[src/rtl/mw_eeprom_writer.sv]
// Microwire (93Cxx) command transmitter: serialises WRITE/ERASE/EWEN/EWDS frames, then polls DO for ready.
// Optional build macro MW_DO_SYNC_EN inserts a 2-flop synchroniser on mw_do ahead of ready sampling.
module mw_eeprom_writer #(
  parameter int unsigned ADDR_BITS   = 6,
  parameter int unsigned DATA_BITS   = 16,
  parameter int unsigned CLK_DIV     = 4,
  parameter int unsigned TIMEOUT_CYC = 100000
) (
  input  logic                 clk,
  input  logic                 rst_n,
  input  logic                 cmd_req,
  input  logic [1:0]           cmd_op,
  input  logic [ADDR_BITS-1:0] cmd_addr,
  input  logic [DATA_BITS-1:0] cmd_data,
  output logic                 busy,
  output logic                 done,
  output logic                 error,
  output logic                 mw_cs,
  output logic                 mw_sk,
  output logic                 mw_di,
  input  logic                 mw_do
);

  localparam int unsigned FRAME_MAX = 3 + ADDR_BITS + DATA_BITS;
  localparam int unsigned BIT_W     = $clog2(FRAME_MAX + 1);
  localparam int unsigned TO_W      = $clog2(TIMEOUT_CYC + 1);

  localparam logic [7:0]       DIV_LAST  = 8'(CLK_DIV - 1);
  localparam logic [BIT_W-1:0] LEN_LONG  = BIT_W'(FRAME_MAX);
  localparam logic [BIT_W-1:0] LEN_SHORT = BIT_W'(3 + ADDR_BITS);
  localparam logic [TO_W-1:0]  TO_LAST   = TO_W'(TIMEOUT_CYC - 1);
  localparam logic [TO_W-1:0]  TO_MAX    = TO_W'(TIMEOUT_CYC);

  typedef enum logic [2:0] {
    ST_IDLE, ST_SETUP, ST_SHIFT, ST_DESEL, ST_POLL, ST_FIN
  } state_t;

  state_t               state_q, state_d;
  logic [7:0]           div_q, div_d;
  logic                 ph_q, ph_d;
  logic [BIT_W-1:0]     bit_q, bit_d;
  logic [TO_W-1:0]      to_q, to_d;
  logic [FRAME_MAX-1:0] sr_q, sr_d;
  logic                 poll_q, poll_d;
  logic                 busy_q, busy_d;
  logic                 done_q, done_d;
  logic                 error_q, error_d;
  logic                 cs_q, cs_d;
  logic                 sk_q, sk_d;
  logic                 di_q, di_d;

  logic                 do_s;
  logic [7:0]           div_inc;
  logic [1:0]           frame_op;
  logic [ADDR_BITS-1:0] addr_field;
  logic [DATA_BITS-1:0] data_field;
  logic [FRAME_MAX-1:0] frame;

`ifdef MW_DO_SYNC_EN
  logic [1:0] sync_q, sync_d;

  always_comb sync_d = {sync_q[0], mw_do};

  always_ff @(posedge clk or negedge rst_n) begin
    if (!rst_n) sync_q <= '0;
    else        sync_q <= sync_d;
  end

  always_comb do_s = sync_q[1];
`else
  always_comb do_s = mw_do;
`endif

  // Host op codes are not the wire opcodes: EWEN/EWDS both travel as opcode 00,
  // distinguished by the top address bits (11 vs 00).
  always_comb begin
    frame_op   = cmd_op[0] ? cmd_op : 2'b00;
    addr_field = '0;
    data_field = '0;
    case (cmd_op)
      2'b01: begin
        addr_field = cmd_addr;
        data_field = cmd_data;
      end
      2'b11:   addr_field = cmd_addr;
      2'b10:   addr_field[ADDR_BITS-1 -: 2] = 2'b11;
      default: ;
    endcase
    frame = {1'b1, frame_op, addr_field, data_field};
  end

  always_comb div_inc = (div_q == 8'hFF) ? div_q : div_q + 8'd1;

  always_comb begin
    state_d = state_q;
    div_d   = div_q;
    ph_d    = ph_q;
    bit_d   = bit_q;
    to_d    = to_q;
    sr_d    = sr_q;
    poll_d  = poll_q;
    busy_d  = busy_q;
    done_d  = 1'b0;
    error_d = error_q;
    cs_d    = cs_q;
    sk_d    = sk_q;
    di_d    = di_q;

    case (state_q)
      ST_IDLE: begin
        if (cmd_req) begin
          state_d = ST_SETUP;
          busy_d  = 1'b1;
          cs_d    = 1'b1;
          error_d = 1'b0;
          div_d   = '0;
          ph_d    = 1'b0;
          sr_d    = frame;
          bit_d   = (cmd_op == 2'b01) ? LEN_LONG : LEN_SHORT;
          poll_d  = cmd_op[0];
        end
      end
      ST_SETUP: begin
        if (div_q == DIV_LAST) begin
          state_d = ST_SHIFT;
          div_d   = '0;
          ph_d    = 1'b0;
          di_d    = sr_q[FRAME_MAX-1];
          sr_d    = sr_q << 1;
        end else begin
          div_d = div_inc;
        end
      end
      ST_SHIFT: begin
        if (div_q == DIV_LAST) begin
          div_d = '0;
          if (!ph_q) begin
            ph_d = 1'b1;
            sk_d = 1'b1;
          end else begin
            ph_d  = 1'b0;
            sk_d  = 1'b0;
            bit_d = (bit_q != '0) ? bit_q - BIT_W'(1) : bit_q;
            if (bit_q <= BIT_W'(1)) begin
              state_d = ST_DESEL;
              cs_d    = 1'b0;
              di_d    = 1'b0;
            end else begin
              di_d = sr_q[FRAME_MAX-1];
              sr_d = sr_q << 1;
            end
          end
        end else begin
          div_d = div_inc;
        end
      end
      ST_DESEL: begin
        // Two half-periods so the 8-bit divider never has to reach 2*CLK_DIV.
        if (div_q == DIV_LAST) begin
          div_d = '0;
          if (!ph_q) begin
            ph_d = 1'b1;
          end else begin
            ph_d = 1'b0;
            if (poll_q) begin
              state_d = ST_POLL;
              cs_d    = 1'b1;
              to_d    = '0;
            end else begin
              state_d = ST_FIN;
              done_d  = 1'b1;
            end
          end
        end else begin
          div_d = div_inc;
        end
      end
      ST_POLL: begin
        to_d = (to_q == TO_MAX) ? to_q : to_q + TO_W'(1);
        if (do_s) begin
          state_d = ST_FIN;
          cs_d    = 1'b0;
          done_d  = 1'b1;
        end else if (to_q >= TO_LAST) begin
          state_d = ST_FIN;
          cs_d    = 1'b0;
          done_d  = 1'b1;
          error_d = 1'b1;
        end
      end
      ST_FIN: begin
        state_d = ST_IDLE;
        busy_d  = 1'b0;
      end
      default: state_d = ST_IDLE;
    endcase
  end

  always_ff @(posedge clk or negedge rst_n) begin
    if (!rst_n) begin
      state_q <= ST_IDLE;
      div_q   <= '0;
      ph_q    <= 1'b0;
      bit_q   <= '0;
      to_q    <= '0;
      sr_q    <= '0;
      poll_q  <= 1'b0;
      busy_q  <= 1'b0;
      done_q  <= 1'b0;
      error_q <= 1'b0;
      cs_q    <= 1'b0;
      sk_q    <= 1'b0;
      di_q    <= 1'b0;
    end else begin
      state_q <= state_d;
      div_q   <= div_d;
      ph_q    <= ph_d;
      bit_q   <= bit_d;
      to_q    <= to_d;
      sr_q    <= sr_d;
      poll_q  <= poll_d;
      busy_q  <= busy_d;
      done_q  <= done_d;
      error_q <= error_d;
      cs_q    <= cs_d;
      sk_q    <= sk_d;
      di_q    <= di_d;
    end
  end

  assign busy  = busy_q;
  assign done  = done_q;
  assign error = error_q;
  assign mw_cs = cs_q;
  assign mw_sk = sk_q;
  assign mw_di = di_q;

endmodule

[config.mk]
export PLATFORM = sky130hd
export DESIGN_NAME = mw_eeprom_writer
export DESIGN_NICKNAME = d
export VERILOG_FILES = /design/src/rtl/mw_eeprom_writer.sv
export SDC_FILE = /design/constraint.sdc
export NUM_CORES = 1
export LEC_CHECK = 0
export ABC_AREA = 1
export CORE_MARGIN = 4
export CORE_UTILIZATION = 45
export DETAILED_ROUTE_END_ITERATION = 10
export PLACE_DENSITY_LB_ADDON = 0.08
export SYNTH_ARGS = -nofsm -noshare
export SYNTH_HDL_FRONTEND = slang
export SYNTH_SLANG_ARGS = --single-unit
export TNS_END_PERCENT = 50
[constraint.sdc]
create_clock -name clk -period 1.8 [get_ports clk]
set_input_delay 0.36 -clock clk [delete_from_list [all_inputs] [get_ports clk]]
set_output_delay 0.36 -clock clk [all_outputs]
set_load 0.005 [all_outputs]
==> results of run 1 <==
## cell usage in the layout, fill, tap and decap left out, types with 5 or more instances in the layout
master,n
o21ai_1,15
nand2_2,5
nor2_2,7
nor2_1,32
nand2_1,212
nand3_1,62
nor3_1,9
buf_4,37
or2_2,5
clkbuf_8,11
dfrtp_1,64
ha_1,6
inv_2,9
clkdlybuf4s50_1,32
o21ai_0,34
inv_1,36
xor2_1,8
nand4_1,11
## power groups by stage
stage / Combinational, mW / Clock [mW] / Sequential, mW
final: 4.22 / 1.28 / 2.08
after global routing: 4.72 / 1.39 / 2.13
after CTS: 3.90 / 1.33 / 2.07
after detailed placement: 3.72 / 0 / 2.10
after global placement: 3.67 / 0 / 2.09
after floorplan: 2.55 / 0 / 2.04
## layer usage
layer  wire length (µm)  track usage, %  vias up
li1                   -               -     1941
met1               4660            27.0     1692
met2               4260            29.4       73
met3                410            4.27       12
met4                132            6.85        0
met5                  0               0        -
## sequential cells by signal (all words and copies together) (netlist names)
signal   count
sr_q        25
poll_q       1
bit_q        5
div_q        8
mw_di        1
mw_sk        1
ph_q         1
error        1
mw_cs        1
to_q        17
busy         1
done         1
state_q      3
## cells by family after synthesis
group / count (synthesis) / share of synthesized area (%)
fa+ha+maj: 6 / 1.91
xor+xnor: 11 / 2.45
flops: 66 / 42.0
compound gates: 58 / 8.08
buf+inv: 63 / 6.87
simple gates: 356 / 38.7
## cell type report
cell class	instances	area (µm²)	share of cell area [%]
multi-input combinational	432	2090	42.1
timing repair buffer	76	704	14.2
sequential	66	1650	33.4
clock buffer	11	151	3.05
tap	105	131	2.65
inverter	46	178	3.58
clock inverter	5	52.6	1.06
## worst max-delay path by stage
stage                             to  cells after the start  slack, ns
after floorplan             sr_q[20]                     11       0.15
after global placement    state_q[1]                     10      -0.04
after detailed placement    sr_q[18]                      7      -0.08
after CTS                   sr_q[18]                      9       0.02
after global routing           error                      7      -0.06
final                     state_q[1]                     11       0.15
## per-stage QoR
stage                     hold slack, ns  power, mW  std cells  cell area (µm²)
after CTS                          0.449       7.30        732             4820
after global placement             0.291       5.77        714             4580
after floorplan                   0.0644       4.59        560             3930
final                              0.461       7.59        741             4960
after global routing               0.486       8.24        741             4960
after detailed placement           0.288       5.82        714             4580
## what timing repair did
item / 4_1_cts / 5_1_grt
buffers inserted: 1 / 8
gates resized for setup: 3 / 20
hold buffers: 1 / 0
pin swaps: 0 / 6
hold endpoints to repair: 11 / 0
endpoints found under the setup margin: 27 / 55
cloned: 0 / 1
## worst max-delay path, stage by stage (launching register included)
cell and delay, ns:
dfrtp_1 0.35, ha_1 0.17, nand2_1 0.07, nor2_2 0.15
nand2_4 0.11, buf_4 0.16, nand2_1 0.05, nand2_1 0.09
nor2_4 0.18, nand3_1 0.11, nand2_1 0.07, nand2_1 0.04
## cells in the mapped netlist (all sizes together) (6+ instances only)
cell type,number
dfrtp,66
buf,11
ha,6
xor2,8
nand3,63
clkbuf,6
inv,46
o21ai,49
nand2,221
nor2,41
a21oi,6
nor3,10
nand4,11
==> out/qor.yml, run 1 <==
run_status: "completed"
root_buffer: "clkbuf_8"
max_freq_ghz: 0.606
avgSynthCellArea_um2: 7.02
p_seq_share_pct: 27.4
post-route-period-util_pct: 91.7
numCtsBuffers: 9
clk_latency_ns: 0.34
synthFlopType: "dfrtp_1"
slew_viol_final: 0
setup_viol: 0
r2r-start: "div_q[0]"
switching_power_mw: 3.33
hold_class: "in2async"
yosysSeqAreaShare_pct: 42.0
cap_violations: 0
p_int_mw: 4.26
async_reset_ff_share_pct: 100
area_growth_pct: 26.1
fin_skew_ns: 0.00790
start_util_pct: 47.1
dieArea_um2: 10300
synth_top_area_cell: "dfrtp_1"
synth_edf_count: 0
worst_pin_slew_ns: 0.436
dieHeight_um: 101
drt_pass1_iterations: 5
path_max_fanout: 6
grt_start_max_net_pins: 26
crit_arrival_ns: 1.88
grt_pass1_vias: 3379
p_leak_nw: 2.42
fp.dieW_um: 101
cts_tree: "yes"
sw_frac_of_total_pct: 43.9
finish.utilization_pct: 59.4
yosysUniqueCellTypes: 28
r2r_slack_ns: 0.15
drc: 0
critPathLaunch: "div_q[0]"
gp_congestion: 0.903
ys_warn_count: 0
max_slew_margin_pct: 70.7
drive_above_1_share_pct: 15.7
routedWlPerCell_um: 12.8
hold_violations: 0
place_ws_ns: -0.0791
clk_pin_slew_ns: 0.08
postRouteAntennaNets: 0
ys_ff_latch: 66
track_usage_pct: 19.3
hpwl_mm: 6.83
ir_drop_uv: 928
worstRegToRegCells: 11
worst-setup-path-type: "reg2reg"
clock-sinks: 66
fill_cells: 784
tns_ns: 0
worstSetupStartpointType: "flop"
syn_area_um2: 3930
critical_path_required_ns: 2.03
viasPerCell: 5.02
drt_iter0_drc: 164
worstReg2RegEnd: "state_q[1]"
diodes: 0
nets: 665
core_area_um2: 8340
cp-end-kind: "flop"
globalRoute.totalOverflow: 0
synth_top_area_share_pct: 42.0
port_buffers: 33
num_rows: 33
period_minus_slack_ns: 1.65
p_clk_share_pct: 16.9
num_vias: 3718
cts_max_path_buffers: 2
antenna_found_initial: 0
power.density_nw_per_um2: 1530
combPwrFrac_pct: 55.6
synth_area_leaders: "dfrtp_1, nand2_1, nand3_1"
routed_wl_mm: 9.46
ctsHtreeMaxLevel: 3
synth.net_count: 594
ioPinCount: 34
grt_first_pass_wirelength_mm: 15.8
syn_inst: 560
fin_ws_ns: 0.149
(Power assumes the default switching activity.)
==> run 2: changes to the inputs <==
HOLD_SLACK_MARGIN = 0.06   (was unset)
PLACE_DENSITY_LB_ADDON = unset   (was 0.08)
SETUP_SLACK_MARGIN = 0.2   (was unset)
==> run 2 against run 1 <==
  * Wire length grew 1.8%
  * Sequential power about the same
  * First-iteration DRC count grew 23%
  * Combinational power is 12% higher
  * Worst setup slack worse by 0.0016 ns
  * Core utilization up 0.93 points
  * Critical path depth decreased by 2
  * Clock-buffer cell count did not move
  * Hold slack better by 0.015 ns
  * Non-clock buffer count down 5
  * Power rose by 4.2%
  * Via count is 0.83% higher
  * Largest power group unchanged
==> out/qor.yml, run 2 (synthesis results as in run 1) <==
switching_power_mw: 3.58  # +7.4%
critical_path.slowest_cell: "dfrtp_2"
root_buffer: "clkbuf_8"
max_slew_margin_pct: 69.2  # -1.5 points
top_register: "sr_q"
ctsHtreeMaxLevel: 3  # unchanged
worst-setup-path-type: "reg2reg"
fin_ws_ns: 0.147  # -0.00163 ns
fill_cells: 786  # +0.26%
cp_slowest_stage_delay_ns: 0.48  # +0.13 ns
ioPinCount: 34  # unchanged
dieHeight_um: 101  # unchanged
clock-sinks: 66  # unchanged
worstReg2RegEnd: "sr_q[22]"
p_clk_share_pct: 13.7  # -3.2 points
finish.utilization_pct: 60.4  # +0.93 points
largest_reg_flops: 25  # unchanged
worstSetupStartpointType: "flop"
final_area_um2: 5030  # +1.6%
numCtsBuffers: 9  # unchanged
worstRegToRegCells: 9  # -2
run_status: "completed"
crit_end: "sr_q[22]"
cap_violations: 0  # unchanged
r2r_slack_ns: 0.15  # about the same
core_area_um2: 8340  # unchanged
critical_path_required_ns: 2.08  # +0.05 ns
placed_cell_area_um2: 4480  # -2.1%
routed_wl_mm: 9.63  # +1.8%
nets: 661  # -0.60%
tns_ns: 0  # unchanged
regArea_um2: 1660  # +0.15%
clk_pin_slew_ns: 0.08  # about the same
final_common_cell: "nand2_1"
cts_tree: "yes"
dieArea_um2: 10300  # unchanged
sw_frac_of_total_pct: 45.2  # +1.4 points
area_growth_pct: 28.1
ir_drop_uv: 1080  # +16%
path_max_fanout: 7  # +1
grt_pass1_vias: 3497  # +3.5%
start_util_pct: 47.1  # unchanged
grt_first_pass_wirelength_mm: 16.1  # +2.3%
max_freq_ghz: 0.605  # about the same
p_seq_share_pct: 26.7  # -0.7 points
critPathLaunch: "state_q[2]"
track_usage_pct: 19.4  # +0.17 points
cp-end-kind: "flop"
port_buffers: 33  # unchanged
multi_input_area_um2: 2190  # +5.2%
grt_start_max_net_pins: 43  # +65%
viasPerCell: 5.10  # +1.7%
setup_viol: 0  # unchanged
routedWlPerCell_um: 13.1  # +2.6%
p_int_mw: 4.33  # +1.7%
drc: 0  # unchanged
hold_ws_ns: 0.477  # +0.0154 ns
clk_latency_ns: 0.34  # about the same
cts_max_path_buffers: 2  # unchanged
antenna_found_initial: 0  # unchanged
r2r-start: "state_q[2]"
globalRoute.totalOverflow: 0  # unchanged
reg_top3: "sr_q x25, to_q x17, div_q x8"
post-route-period-util_pct: 91.8  # about the same
crit_arrival_ns: 1.93  # +0.05 ns
hpwl_mm: 6.62  # -3.1%
period_minus_slack_ns: 1.65  # +0.00163 ns
drt_pass1_iterations: 4  # -1
drive_above_1_share_pct: 18.3  # +2.5 points
drt_iter0_drc: 202  # +23%
num_vias: 3749  # +0.83%
diodes: 0  # unchanged
p_leak_nw: 2.40  # -0.53%
postRouteAntennaNets: 0  # unchanged
mostFrequentLayoutCells: "nand2_1, dfrtp_1, nand3_1"
fp.dieW_um: 101  # unchanged
hold_violations: 0  # unchanged
fin_skew_ns: 0.0112  # +0.00334 ns
rsz0062_at_grt: "true"
combPwrFrac_pct: 59.6  # +4.0 points
slew_viol_final: 0  # unchanged
place_ws_ns: -0.0410  # +0.0381 ns
gp_congestion: 0.918  # +1.7%
num_rows: 33  # unchanged
hold_class: "reg2reg"
power.density_nw_per_um2: 1570  # +2.6%
worst_pin_slew_ns: 0.458  # +0.0227 ns
crit_chain: "nor2_4 -> nand2_4 -> inv_4 -> nand2_2 -> a21oi_4 -> buf_12 -> clkbuf_16 -> nand3_2 -> nand2_1"
-- run 2: how the worst min path moves through the flow --
stage                        start  endpoint  slack, ns  cells past startpoint
final                      sr_q[1]   sr_q[1]       0.48                      2
after global routing      sr_q[23]  sr_q[23]       0.49                      2
after CTS                 sr_q[23]  sr_q[23]       0.48                      2
after detailed placement     rst_n  to_q[13]       0.37                      2
after global placement       rst_n  to_q[13]       0.37                      2
after floorplan              rst_n  bit_q[0]       0.06                      0
-- run 2: area by class of cell --
cell class / count / share of cell area (%)
Tap cell: 105 / 2.61
Sequential cell: 66 / 32.9
Multi-Input combinational cell: 433 / 43.6
Clock inverter: 3 / 0.348
Timing Repair Buffer: 71 / 14.2
Clock buffer: 11 / 2.81
Inverter: 46 / 3.53
-- run 2: what timing repair did --
action | 4_1_cts | 5_1_grt
endpoints found under the setup margin | 59 | 64
hold endpoints to repair | 48 | 0
hold buffers | 1 | 0
gates resized for setup | 15 | 41
cloned | 1 | 3
pin swaps | 4 | 28
buffers inserted | 8 | 4
-- run 2: per-stage QoR --
step           power [mW]  std cells
2_1_floorplan        4.60        560
3_3_place_gp         5.60        704
3_5_place_dp         5.64        704
4_1_cts              7.23        728
5_1_grt              8.56        735
6_report             7.91        735
-- run 2: routing by layer --
layer / wire length [µm] / share of wire (%) / track usage (%) / up-vias
li1: - / - / - / 1940
met1: 4910 / 51 / 28.2 / 1751
met2: 4330 / 45 / 30.2 / 48
met3: 274 / 2.8 / 2.55 / 10
met4: 116 / 1.2 / 6.13 / 0
met5: 0 / 0 / 0 / -
-- run 2: power by group through the flow --
stage          Sequential, mW  Combinational, mW  Clock, mW
2_1_floorplan            2.04               2.55          0
3_3_place_gp             2.11               3.49          0
3_5_place_dp             2.12               3.52          0
4_1_cts                  2.10               4.01       1.12
5_1_grt                  2.15               5.23       1.18
6_report                 2.11               4.72       1.09
-- run 2: critical path, delay by kind of cell, from the launching register on --
kind | cells | cell delay [ns]
AOI/OAI and AO/OA | 1 | 0.17
DFF | 1 | 0.48
buffers and inverters | 3 | 0.45
and+or+nand+nor | 5 | 0.48
==> run 3: changes to the inputs <==
--- a/constraint.sdc
+++ b/constraint.sdc
@@ -3,2 +3,2 @@
 set_output_delay 0.36 -clock clk [all_outputs]
-set_load 0.005 [all_outputs]
+set_load 0.05 [all_outputs]
==> run 3 against run 2 <==
  * Sequential share of layout area shrank 1.1 points
  * Cell area grew 3.5%
  * Register-to-register slack is essentially flat
  * Core utilization grew 2.1 points
  * Sequential cell count is the same
  * Sequential power is essentially flat
  * Critical path type unchanged
  * Largest power group unchanged
  * Highest routed layer unchanged
==> out/qor.yml, run 3 (synthesis results as in run 1) <==
run_status: "completed"
drt_pass1_iterations: 5  # +1
worstReg2RegEnd: "sr_q[4]"
mostFrequentLayoutCells: "nand2_1, dfrtp_1, nand3_1"
dieHeight_um: 101  # unchanged
largest_reg_flops: 25  # unchanged
reg_top3: "sr_q x25, to_q x17, div_q x8"
fill_cells: 746  # -5.1%
worstSetupStartpointType: "flop"
worstRegToRegCells: 11  # +2
p_leak_nw: 2.48  # +3.3%
clk_latency_ns: 0.34  # about the same
numCtsBuffers: 9  # unchanged
port_buffers: 33  # unchanged
cts_tree: "yes"
critical_path_required_ns: 2.08  # about the same
hold_class: "reg2reg"
grtUsageMet3_pct: 3.17  # +0.62 points
r2r-start: "div_q[1]"
worst-setup-path-type: "reg2reg"
rsz0062_at_grt: "true"
placed_cell_area_um2: 4470  # -0.33%
gp_congestion: 0.885  # -3.5%
r2r_slack_ns: 0.15  # about the same
nets: 670  # +1.4%
routedWlPerCell_um: 13.8  # +5.1%
fin_skew_ns: 0.00915  # -0.00208 ns
cap_violations: 0  # unchanged
ioPinCount: 34  # unchanged
final_common_cell: "nand2_1"
diodes: 0  # unchanged
num_vias: 3819  # +1.9%
min_from: "sr_q[0]"
dieArea_um2: 10300  # unchanged
drc: 0  # unchanged
area_growth_pct: 32.6
ctsHtreeMaxLevel: 3  # unchanged
routed_wl_mm: 10.3  # +6.7%
grt.met1_usage_pct: 29.2  # +1.0 points
finish.utilization_pct: 62.5  # +2.1 points
hpwl_mm: 6.55  # -0.99%
cp-end-kind: "flop"
drive_above_1_share_pct: 23.6  # +5.3 points
grt_first_pass_wirelength_mm: 17.0  # +5.1%
max_freq_ghz: 0.605  # about the same
multi_input_area_um2: 2300  # +4.8%
grtUsageMet2_pct: 31.8  # +1.6 points
globalRoute.totalOverflow: 0  # unchanged
antenna_found_initial: 0  # unchanged
top_register: "sr_q"
regArea_um2: 1660  # unchanged
max_slew_margin_pct: 68.4  # -0.83 points
track_usage_pct: 20.4  # +0.95 points
cts_max_path_buffers: 2  # unchanged
final_cells: 746  # +1.5%
grt_pass1_vias: 3696  # +5.7%
root_buffer: "clkbuf_8"
setup_viol: 0  # unchanged
busiest_layer: "met2"
crit_arrival_ns: 1.93  # about the same
period_minus_slack_ns: 1.65  # -0.000569 ns
min_to: "sr_q[0]"
ir_drop_uv: 1190  # +11%
post-route-period-util_pct: 91.8  # about the same
core_area_um2: 8340  # unchanged
grt_start_max_net_pins: 67  # +56%
viasPerCell: 5.12  # +0.37%
hold_ws_ns: 0.474  # -0.00247 ns
slew_viol_final: 0  # unchanged
power.density_nw_per_um2: 1660  # +5.4%
drt_iter0_drc: 173  # -14%
hold_violations: 0  # unchanged
final_area_um2: 5210  # +3.5%
clock-sinks: 66  # unchanged
power_mw: 8.63  # +9.1%
placedCellCount: 704  # unchanged
num_rows: 33  # unchanged
holdPathStages: 2  # unchanged
path_max_fanout: 8  # +1
postRouteAntennaNets: 0  # unchanged
start_util_pct: 47.1  # unchanged
fp.dieW_um: 101  # unchanged
worst_pin_slew_ns: 0.471  # +0.0124 ns
clk_pin_slew_ns: 0.08  # about the same
==> run 3: cell count changes in the layout (fill, tap and decap cells not counted), sizes merged <==
cell           previous run  this run
buf                      36        51
bufinv                    0         1
clkbuf                   13        11
clkdlybuf4s50            32        26
clkinv                    2         4
nand2                   223       224
==> run 3: through the flow <==
stage | setup WS, ns | TNS (ns)
2_1_floorplan | 0.180 | 0
3_3_place_gp | 0.0535 | 0
3_5_place_dp | -0.00615 | -0.00631
4_1_cts | 0.149 | 0
5_1_grt | 0.0375 | 0
6_report | 0.148 | 0
==> run 3: timing repair <==
item                                    CTS  global route
hold buffers                              1             0
hold endpoints to repair                 60             0
endpoints found under the setup margin   55            62
setup buffers                            12             8
gates cloned                              2             3
gates resized for setup                  18            69
pin swaps                                 5            30
==> run 3: metal layers <==
layer	routed length (µm)	share of wire (%)
met1	5080	49
met4	129	1.3
met5	0	0
met3	373	3.6
met2	4690	46
==> run 3: area by class of cell <==
class                      count  share of cell area (%)
multi-input combinational    434                    44.2
sequential                    66                    31.8
timing repair buffer          79                    14.5
inverter                      46                    3.51
tap                          105                    2.52
clock buffer                  10                    2.45
clock inverter                 6                    1.10
==> run 3: critical path, stage by stage, from the launching register on <==
cell and delay, ns:
dfrtp_1 0.40, ha_4 0.18, nand2_4 0.05, nor2_4 0.12
nand2_4 0.10, inv_4 0.08, nor2_4 0.04, a21oi_4 0.13
buf_12 0.19, buf_8 0.15, nand3_2 0.07, nand2_1 0.09
==> run 3: worst max-delay path by stage <==
stage / depth (start not counted) / slack [ns] / from / end
after floorplan: 11 / 0.18 / div_q[0] / sr_q[20]
after global placement: 8 / 0.05 / cmd_req / div_q[4]
after detailed placement: 7 / -0.006 / cmd_req / sr_q[4]
after CTS: 12 / 0.15 / div_q[0] / state_q[1]
after global routing: 12 / 0.04 / div_q[1] / state_q[0]
final: 11 / 0.15 / div_q[1] / sr_q[4]
==> run 3: power breakdown <==
group	total, mW	internal, mW	switching [mW]
combinational	5.28	2.14	3.15
sequential	2.13	1.84	0.288
clock	1.22	0.631	0.585
total	8.63	4.61	4.02
